--- config.mk ---
export PLATFORM = sky130hd
export DESIGN_NAME = hq_norm_selector
export DESIGN_NICKNAME = d
export VERILOG_FILES = /design/src/rtl/hq_norm_selector.sv
export SDC_FILE = /design/constraint.sdc
export NUM_CORES = 2
export LEC_CHECK = 0
export ABC_AREA = 0
export CORE_ASPECT_RATIO = 0.8
export CORE_UTILIZATION = 55
export CTS_BUF_LIST = sky130_fd_sc_hd__clkbuf_4 sky130_fd_sc_hd__clkbuf_8
export CTS_CLUSTER_DIAMETER = 40
export DETAILED_ROUTE_END_ITERATION = 10
export PLACE_DENSITY = 0.73
export SETUP_SLACK_MARGIN = 0.05
export SLEW_MARGIN = 20
export SYNTH_ARGS = -nofsm -noshare
export SYNTH_HDL_FRONTEND = slang
export SYNTH_SLANG_ARGS = --single-unit
--- constraint.sdc ---
create_clock -name clk_i -period 3.4 [get_ports clk_i]
set_input_delay 0.51 -clock clk_i [delete_from_list [all_inputs] [get_ports clk_i]]
set_output_delay 0.51 -clock clk_i [all_outputs]
set_load 0.01 [all_outputs]
--- src/rtl/hq_norm_selector.sv ---
// hq_norm_selector: finds the codebook index q whose 4x2 Hq matrix has the largest sum |Hq(i,j)|^2.
// Define HQ_SEL_METRIC_OUT_EN to drive the per-matrix metric_* outputs (tied to 0 otherwise).
module hq_norm_selector #(
  parameter int unsigned N         = 16,
  parameter int unsigned ACC_WIDTH = 36
) (
  input  logic                 clk_i,
  input  logic                 rst_ni,
  input  logic                 start_i,
  input  logic                 hq_valid_i,
  input  logic signed [N-1:0]  hq_r_i,
  input  logic signed [N-1:0]  hq_i_i,
  input  logic                 hq_matrix_done_i,
  input  logic                 hq_all_done_i,
  output logic                 busy_o,
  output logic                 sel_valid_o,
  output logic [3:0]           best_q_o,
  output logic [ACC_WIDTH-1:0] best_metric_o,
  output logic                 frame_err_o,
  output logic                 metric_valid_o,
  output logic [3:0]           metric_q_o,
  output logic [ACC_WIDTH-1:0] metric_o
);

  localparam int unsigned MagW = 2 * N + 1;

  typedef enum logic [1:0] {StIdle, StCollect, StFlush, StDone} state_e;

  state_e               state_q, state_d;
  logic [2:0]           elem_cnt_q, elem_cnt_d;
  logic [4:0]           q_cnt_q, q_cnt_d;
  logic                 s1_vld_q, s1_vld_d;
  logic                 s1_first_q, s1_first_d;
  logic                 s1_last_q, s1_last_d;
  logic [3:0]           s1_idx_q, s1_idx_d;
  logic [MagW-1:0]      s1_mag_q, s1_mag_d;
  logic [ACC_WIDTH-1:0] acc_q, acc_d;
  logic                 s2_last_q, s2_last_d;
  logic [3:0]           s2_idx_q, s2_idx_d;
  logic [3:0]           best_q_q, best_q_d;
  logic [ACC_WIDTH-1:0] best_metric_q, best_metric_d;
  logic                 frame_err_q, frame_err_d;
  logic                 sel_valid_q, sel_valid_d;

  logic signed [2*N-1:0] r_ext, i_ext, prod_r, prod_i;
  logic [ACC_WIDTH-1:0]  mag_ext;
  logic                  accept, wrap, last_wrap, clear;

  assign r_ext   = $signed({{N{hq_r_i[N-1]}}, hq_r_i});
  assign i_ext   = $signed({{N{hq_i_i[N-1]}}, hq_i_i});
  assign prod_r  = r_ext * r_ext;
  assign prod_i  = i_ext * i_ext;
  assign mag_ext = {{(ACC_WIDTH - MagW){1'b0}}, s1_mag_q};

  always_comb begin
    state_d       = state_q;
    elem_cnt_d    = elem_cnt_q;
    q_cnt_d       = q_cnt_q;
    acc_d         = acc_q;
    best_q_d      = best_q_q;
    best_metric_d = best_metric_q;
    frame_err_d   = frame_err_q;
    sel_valid_d   = 1'b0;
    clear         = 1'b0;

    accept    = (state_q == StCollect) && hq_valid_i;
    wrap      = accept && (elem_cnt_q == 3'd7);
    last_wrap = wrap && (q_cnt_q == 5'd15);

    // Stage 1: squared magnitude, tagged with framing position taken from our own counters
    s1_vld_d   = accept;
    s1_first_d = (elem_cnt_q == 3'd0);
    s1_last_d  = (elem_cnt_q == 3'd7);
    s1_idx_d   = q_cnt_q[3:0];
    s1_mag_d   = {1'b0, prod_r} + {1'b0, prod_i};

    unique case (state_q)
      StIdle: begin
        if (start_i) begin
          state_d = StCollect;
          clear   = 1'b1;
        end
      end
      StCollect: begin
        if (accept) begin
          elem_cnt_d = elem_cnt_q + 3'd1;
          if (hq_matrix_done_i != (elem_cnt_q == 3'd7)) frame_err_d = 1'b1;
          if (wrap) q_cnt_d = q_cnt_q + 5'd1;
          if (last_wrap) state_d = StFlush;
        end
        // The matrix completing in this cycle already counts towards the 16
        if (hq_all_done_i && !last_wrap) frame_err_d = 1'b1;
      end
      StFlush: begin
        if (hq_valid_i) frame_err_d = 1'b1;
        if (!s1_vld_q) begin
          state_d     = StDone;
          sel_valid_d = 1'b1;
        end
      end
      StDone: begin
        if (hq_valid_i) frame_err_d = 1'b1;
        if (!start_i) state_d = StIdle;
      end
      default: state_d = StIdle;
    endcase

    // Stage 2: accumulate; stage 3: compare on the matrix's final sum
    s2_last_d = s1_vld_q && s1_last_q;
    s2_idx_d  = s1_idx_q;
    if (s1_vld_q) acc_d = s1_first_q ? mag_ext : acc_q + mag_ext;
    if (s2_last_q && ((s2_idx_q == 4'd0) || (acc_q > best_metric_q))) begin
      best_q_d      = s2_idx_q;
      best_metric_d = acc_q;
    end

    if (clear) begin
      elem_cnt_d    = '0;
      q_cnt_d       = '0;
      acc_d         = '0;
      best_q_d      = '0;
      best_metric_d = '0;
      frame_err_d   = 1'b0;
    end
  end

  always_ff @(posedge clk_i or negedge rst_ni) begin
    if (!rst_ni) begin
      state_q       <= StIdle;
      elem_cnt_q    <= '0;
      q_cnt_q       <= '0;
      s1_vld_q      <= 1'b0;
      s1_first_q    <= 1'b0;
      s1_last_q     <= 1'b0;
      s1_idx_q      <= '0;
      s1_mag_q      <= '0;
      acc_q         <= '0;
      s2_last_q     <= 1'b0;
      s2_idx_q      <= '0;
      best_q_q      <= '0;
      best_metric_q <= '0;
      frame_err_q   <= 1'b0;
      sel_valid_q   <= 1'b0;
    end else begin
      state_q       <= state_d;
      elem_cnt_q    <= elem_cnt_d;
      q_cnt_q       <= q_cnt_d;
      s1_vld_q      <= s1_vld_d;
      s1_first_q    <= s1_first_d;
      s1_last_q     <= s1_last_d;
      s1_idx_q      <= s1_idx_d;
      s1_mag_q      <= s1_mag_d;
      acc_q         <= acc_d;
      s2_last_q     <= s2_last_d;
      s2_idx_q      <= s2_idx_d;
      best_q_q      <= best_q_d;
      best_metric_q <= best_metric_d;
      frame_err_q   <= frame_err_d;
      sel_valid_q   <= sel_valid_d;
    end
  end

  assign busy_o        = (state_q == StCollect) || (state_q == StFlush);
  assign sel_valid_o   = sel_valid_q;
  assign best_q_o      = best_q_q;
  assign best_metric_o = best_metric_q;
  assign frame_err_o   = frame_err_q;

`ifdef HQ_SEL_METRIC_OUT_EN
  logic                 met_valid_q;
  logic [3:0]           met_idx_q;
  logic [ACC_WIDTH-1:0] met_val_q;

  // Captures the completed sum in parallel with the accumulator update
  always_ff @(posedge clk_i or negedge rst_ni) begin
    if (!rst_ni) begin
      met_valid_q <= 1'b0;
      met_idx_q   <= '0;
      met_val_q   <= '0;
    end else begin
      met_valid_q <= s2_last_d;
      if (s2_last_d) begin
        met_idx_q <= s1_idx_q;
        met_val_q <= acc_d;
      end
    end
  end

  assign metric_valid_o = met_valid_q;
  assign metric_q_o     = met_idx_q;
  assign metric_o       = met_val_q;
`else
  assign metric_valid_o = 1'b0;
  assign metric_q_o     = '0;
  assign metric_o       = '0;
`endif

endmodule

---- Yosys cells after proc, flatten, opt, wreduce, memory -nomap -nowiden ----
Index checks and enable logic that the tools add are counted.
cells by class
  muxes and demuxes ....................... 30
  $mul .................................... 2
  magnitude comparators ................... 1
  reduce and logical (&&, ||, !) cells .... 23
  add/sub/neg operators ................... 4
  equal/unequal tests ..................... 14
operators with widths
  operator                                        count
  two-way mux 36 bit                              5
  multiplier 16 x 16 -> 32 bit                    2
  adder 36 x 33 -> 36 bit                         1
  greater-than comparator 36 bit                  1
  adder 32 x 32 -> 33 bit                         1
  two-way mux 5 bit                               4
  two-way mux 2 bit                               5
  != test 2 bit (second input constant)           5
  nonzero test 2 bit                              5
  two-way mux 1 bit                               9
  two-way mux 3 bit                               3
  two-way mux 4 bit                               2
  case mux 2 bit (4 select lines)                 1
  logical AND 1 bit                               6
  adder 5 x 1 -> 5 bit (second input constant)    1
  == test 5 x 4 -> 1 bit (second input constant)  1
  AND reduction 5 bit                             1
  == test 2 bit (second input constant)           2
  logical NOT 4 bit                               1
  != test 4 x 2 -> 1 bit (second input constant)  1
  != test 4 x 3 -> 1 bit (second input constant)  1
  AND reduction 4 bit                             1
  adder 3 x 1 -> 3 bit (second input constant)    1
  == test 3 bit (second input constant)           1
  12 further kinds                                13
storage, ports and cells
  output and inout bits ................... 84
  input port bits ......................... 38
  word-level logic and storage cells ...... 89
  register bits ........................... 133

---- Logic depth before layout (Yosys ltp) ----
  word-level depth ........................ 9
  mapped depth ............................ 33

---- Least setup slack after synthesis ----
Ideal clock, no wire load.
  path kind ............................... input port to flip-flop
  from .................................... input hq_r_i[5]
  to ...................................... register s1_mag_q[32]
  path slack .............................. -4082 ps
  data arrival time ....................... 7358 ps
  stages .................................. 30
  library setup time ...................... 124 ps
  path through ............................ clkbuf_1 clkbuf_1 nand2_1 fa_1 fa_1 fa_1 inv_1 fa_1 fa_1 inv_1 fa_1 inv_1 ha_1 or2_2 a21oi_1 a21oi_1 a32o_1 nor2_1 o21bai_1 a21oi_1 xnor2_1 ha_1 a21o_1 a21oi_1 o21a_1 o31ai_2 a211oi_1 o21ai_1 a211oi_1 nor2_1
between the ends
  word-level cells in the longest chain between the ends .. 2
ends and longest elaborated chain
  element                       line  RTL
  start: declaration            11    input logic signed [N-1:0] hq_r_i,
  multiplier 16 x 16 -> 32 bit  51    assign prod_r = r_ext * r_ext;
  adder 32 x 32 -> 33 bit       75    s1_mag_d = {1'b0, prod_r} + {1'b0, prod_i};
  net s1_mag_d[32]              36    logic [MagW-1:0] s1_mag_q, s1_mag_d;
  end signal: assignment        152   s1_mag_q <= s1_mag_d;
  end: declaration              36
The timed path passes the listed nets, and every way through them passes these cells.
A chain may end at the register's enable or synchronous reset.

---- Worst setup path in the final report ----
  from .................................... input hq_r_i[8]
  to ...................................... register s1_mag_q[28]
Same word-level chain as after synthesis.

==> impl_metrics.csv <==
group,metric,value,unit
timing,worst_pin_slew,736.2,ps
synth,syn_avg_cell_area,9.048,sq um
timing,maxSlewViolCount,0,
placement,hpwl,58220,um
global_routing,grt-ovfl-total,0,
cts,cts_buffers,17,
timing,final.period_utilization,206.3,%
worst_setup_path,start_kind,"input pin",
worst_setup_path,cp_slowest_stage_delay,540,ps
route,drt_wl_total,73100,um
timing,finalSetupTns,-76980,ps
synth,async_flop_share,100.0,%
placement,place_ws,-4527,ps
cts,clk_latency,470,ps
timing,relSlewSlack,50.74,%
synth,synth.distinct_cells,72,
timing,setup_viol,28,
worst_setup_path,arrival,7370,ps
cts,clk_path_buf_depth,2,
cts,tritoncts,"built",
worst_setup_path,cpMostUsedCell,"fa_1",
route,viasPerCell,5.288,
layout,synthToLayoutAreaGrowth,30.00,%
floorplanning,rows,72,
floorplanning,dieArea,0.05067,sq mm
timing,fmax,142.5,MHz
synth,yosysSeqAreaShare,12.16,%
layout,antenna_cells,0,
route,drt_iter0_drc,1296,
run_status,violations,"negative setup slack",
placement,place.gp.congestion,0.9613,
worst_setup_path,crit_slowest_cell,"fa_1",
floorplanning,coreArea,0.04874,sq mm
synth,synth.top_cell.area_share,34.89,%
min_path,min_path_type,"input pin to async pin",
synth,synth_ff_type,"dfrtp_1",
route,num_vias,22805,
floorplanning,die_w,251.4,um
synth,synth_cells,3025,
global_routing,grt_pass1_vias,24652,
synth,synth_edf_count,0,
worst_setup_path,critPathMaxFanout,4,
global_routing,grt_max_degree,78,
route,post_drt_wl_per_cell,16.95,um
worst_setup_path,criticalPathCategory,"input pin to flop",
floorplanning,fp.dieH,201.5,um
global_routing,track_usage,29.19,%
timing,setup_ws,-3615,ps
synth,yosys.area.top_type,"fa_1",
cts,root_buffer,"clkbuf_8",
cts,cts.sinks,133,
route,drtAntennaViolNets,0,
floorplanning,start_util,56.16,%
global_routing,grt_pass1_wl,119200,um
timing,period_minus_slack,7015,ps
timing,grt_setup_unrepaired,"yes",
layout,num-fill-cells,3369,
synth,synth.most_common_cell,"inv_1",
synth,ys_seq_elements,133,
placement,io_buffers,80,
synth,syn_area,0.02737,sq mm
route,firstDrtPassIters,5,
synth,synth.top_cells.by_area,"fa_1 (35%), ha_1 (13%), dfrtp_1 (12%)",
synth,ys_top_cells_by_count,"inv_1 (716), fa_1 (477), ha_1 (285), nand2_1 (228), nor2_1 (143)",
timing,finClkSkew,13.55,ps
timing,finalHoldViolCount,0,
synth,ys_warn_count,0,
layout,multi_input_area,0.02262,sq mm
global_routing,antenna_found_initial,0,
layout,fin_nets,4434,
worst_setup_path,end_kind,"flop",
cts,h-tree-depth,4,
floorplanning,boundaryPins,122,
layout,register_area,0.003332,sq mm
worst_setup_path,critical_path_required,3760,ps
cts,path_clk_slew,90,ps
route,drc,0,
layout,drive_above_1_share,27.17,%
run_status,outcome,"complete, but fails checks",
timing,hold_ws,3.725,ps
job,drv_cap,0,
-- critical path, delay by kind of cell --
family | cells | cell delay [ps]
AOI/OAI and AO/OA | 7 | 1270
buffers and inverters | 12 | 1200
and+or+nand+nor | 4 | 460
xor gates and xnor gates | 2 | 320
adders and majority gates | 8 | 3580
-- state kept, by name, indices dropped and copies added (netlist names) --
name and flops:
acc_q 36, best_metric_o 36, s1_mag_q 33, q_cnt_q 5, best_q_o 4, s1_idx_q 4, s2_idx_q 4, elem_cnt_q 3
state_q 2, frame_err_o 1, s1_first_q 1, s1_last_q 1, s1_vld_q 1, s2_last_q 1, sel_valid_o 1
-- layout make-up --
type	count	area share [%]
well taps	666	2.342
flip-flops and latches	133	9.364
repair buffers	679	16.06
clock inverters	15	0.4466
multi-input cells	2087	63.56
inverters	716	7.571
clock buffers	17	0.6575
-- metal layers --
| layer | vias up | GRT usage [%] | part of all wire [%] |
|---|---|---|---|
| met5 | - | 0 | 0 |
| met4 | 0 | 7.121 | 2.4 |
| met3 | 130 | 4.424 | 6.5 |
| met2 | 670 | 48.51 | 48 |
| met1 | 11398 | 40.23 | 43 |
| li1 | 10607 | - | - |
-- layout by cell type (no fill, tap or decap), types with 43 or more instances in the layout --
| master | n |
|---|---|
| inv_1 | 671 |
| buf_4 | 509 |
| fa_1 | 463 |
| ha_1 | 226 |
| nand2_1 | 197 |
| dfrtp_1 | 130 |
| nor2_1 | 126 |
| a21oi_1 | 100 |
| xnor2_1 | 81 |
| buf_6 | 81 |
| and2_1 | 65 |
| a21o_1 | 64 |
| o21ai_0 | 62 |
| nand3_1 | 61 |
| ha_4 | 49 |
| clkdlybuf4s50_1 | 47 |
| inv_2 | 43 |
-- timing repair --
action	4_1_cts	5_1_grt
pin swaps	194	117
gates resized for setup	321	160
hold buffers	0	0
setup buffers	80	32
cloned	8	0
endpoints found under the setup margin	30	31
-- cell families (layout without fill, tap and decap cells) --
kind of cell | after synthesis | count (layout) | share of synthesized area [%]
other cells | 1 | 41 | 0.01370
buf+inv | 845 | 1427 | 12.19
xor+xnor | 133 | 133 | 4.256
compound gates | 466 | 466 | 11.17
fa+ha+maj | 762 | 762 | 47.92
flops | 133 | 133 | 12.16
simple gates | 661 | 661 | 11.40
mux | 24 | 24 | 0.9005
-- worst paths after layout --
path | startpoint | end | slack (ps) | cells past startpoint
max | hq_r_i[8] | s1_mag_q[28] | -3620 | 33
min | rst_ni | acc_q[3] | 4 | 1
max reg2reg | acc_q[2] | acc_q[29] | 210 | 9
min reg2reg | s1_idx_q[1] | s2_idx_q[1] | 360 | 0
max in group asynchronous | rst_ni | q_cnt_q[0] | 2750 | 2
min in group clk_i | s1_idx_q[1] | s2_idx_q[1] | 360 | 0
-- stage by stage --
stage                     area (sq um)  cells  util, %
after CTS                        34790   4286    71.39
after global routing             35580   4313    73.01
final                            35580   4313    73.01
after global placement           32820   4173    67.35
after floorplan                  28300   3065        -
after detailed placement         32820   4173    67.35
Power is not shown: default switching activity piles up to over one toggle a cycle in this logic, so the estimate is an artifact.
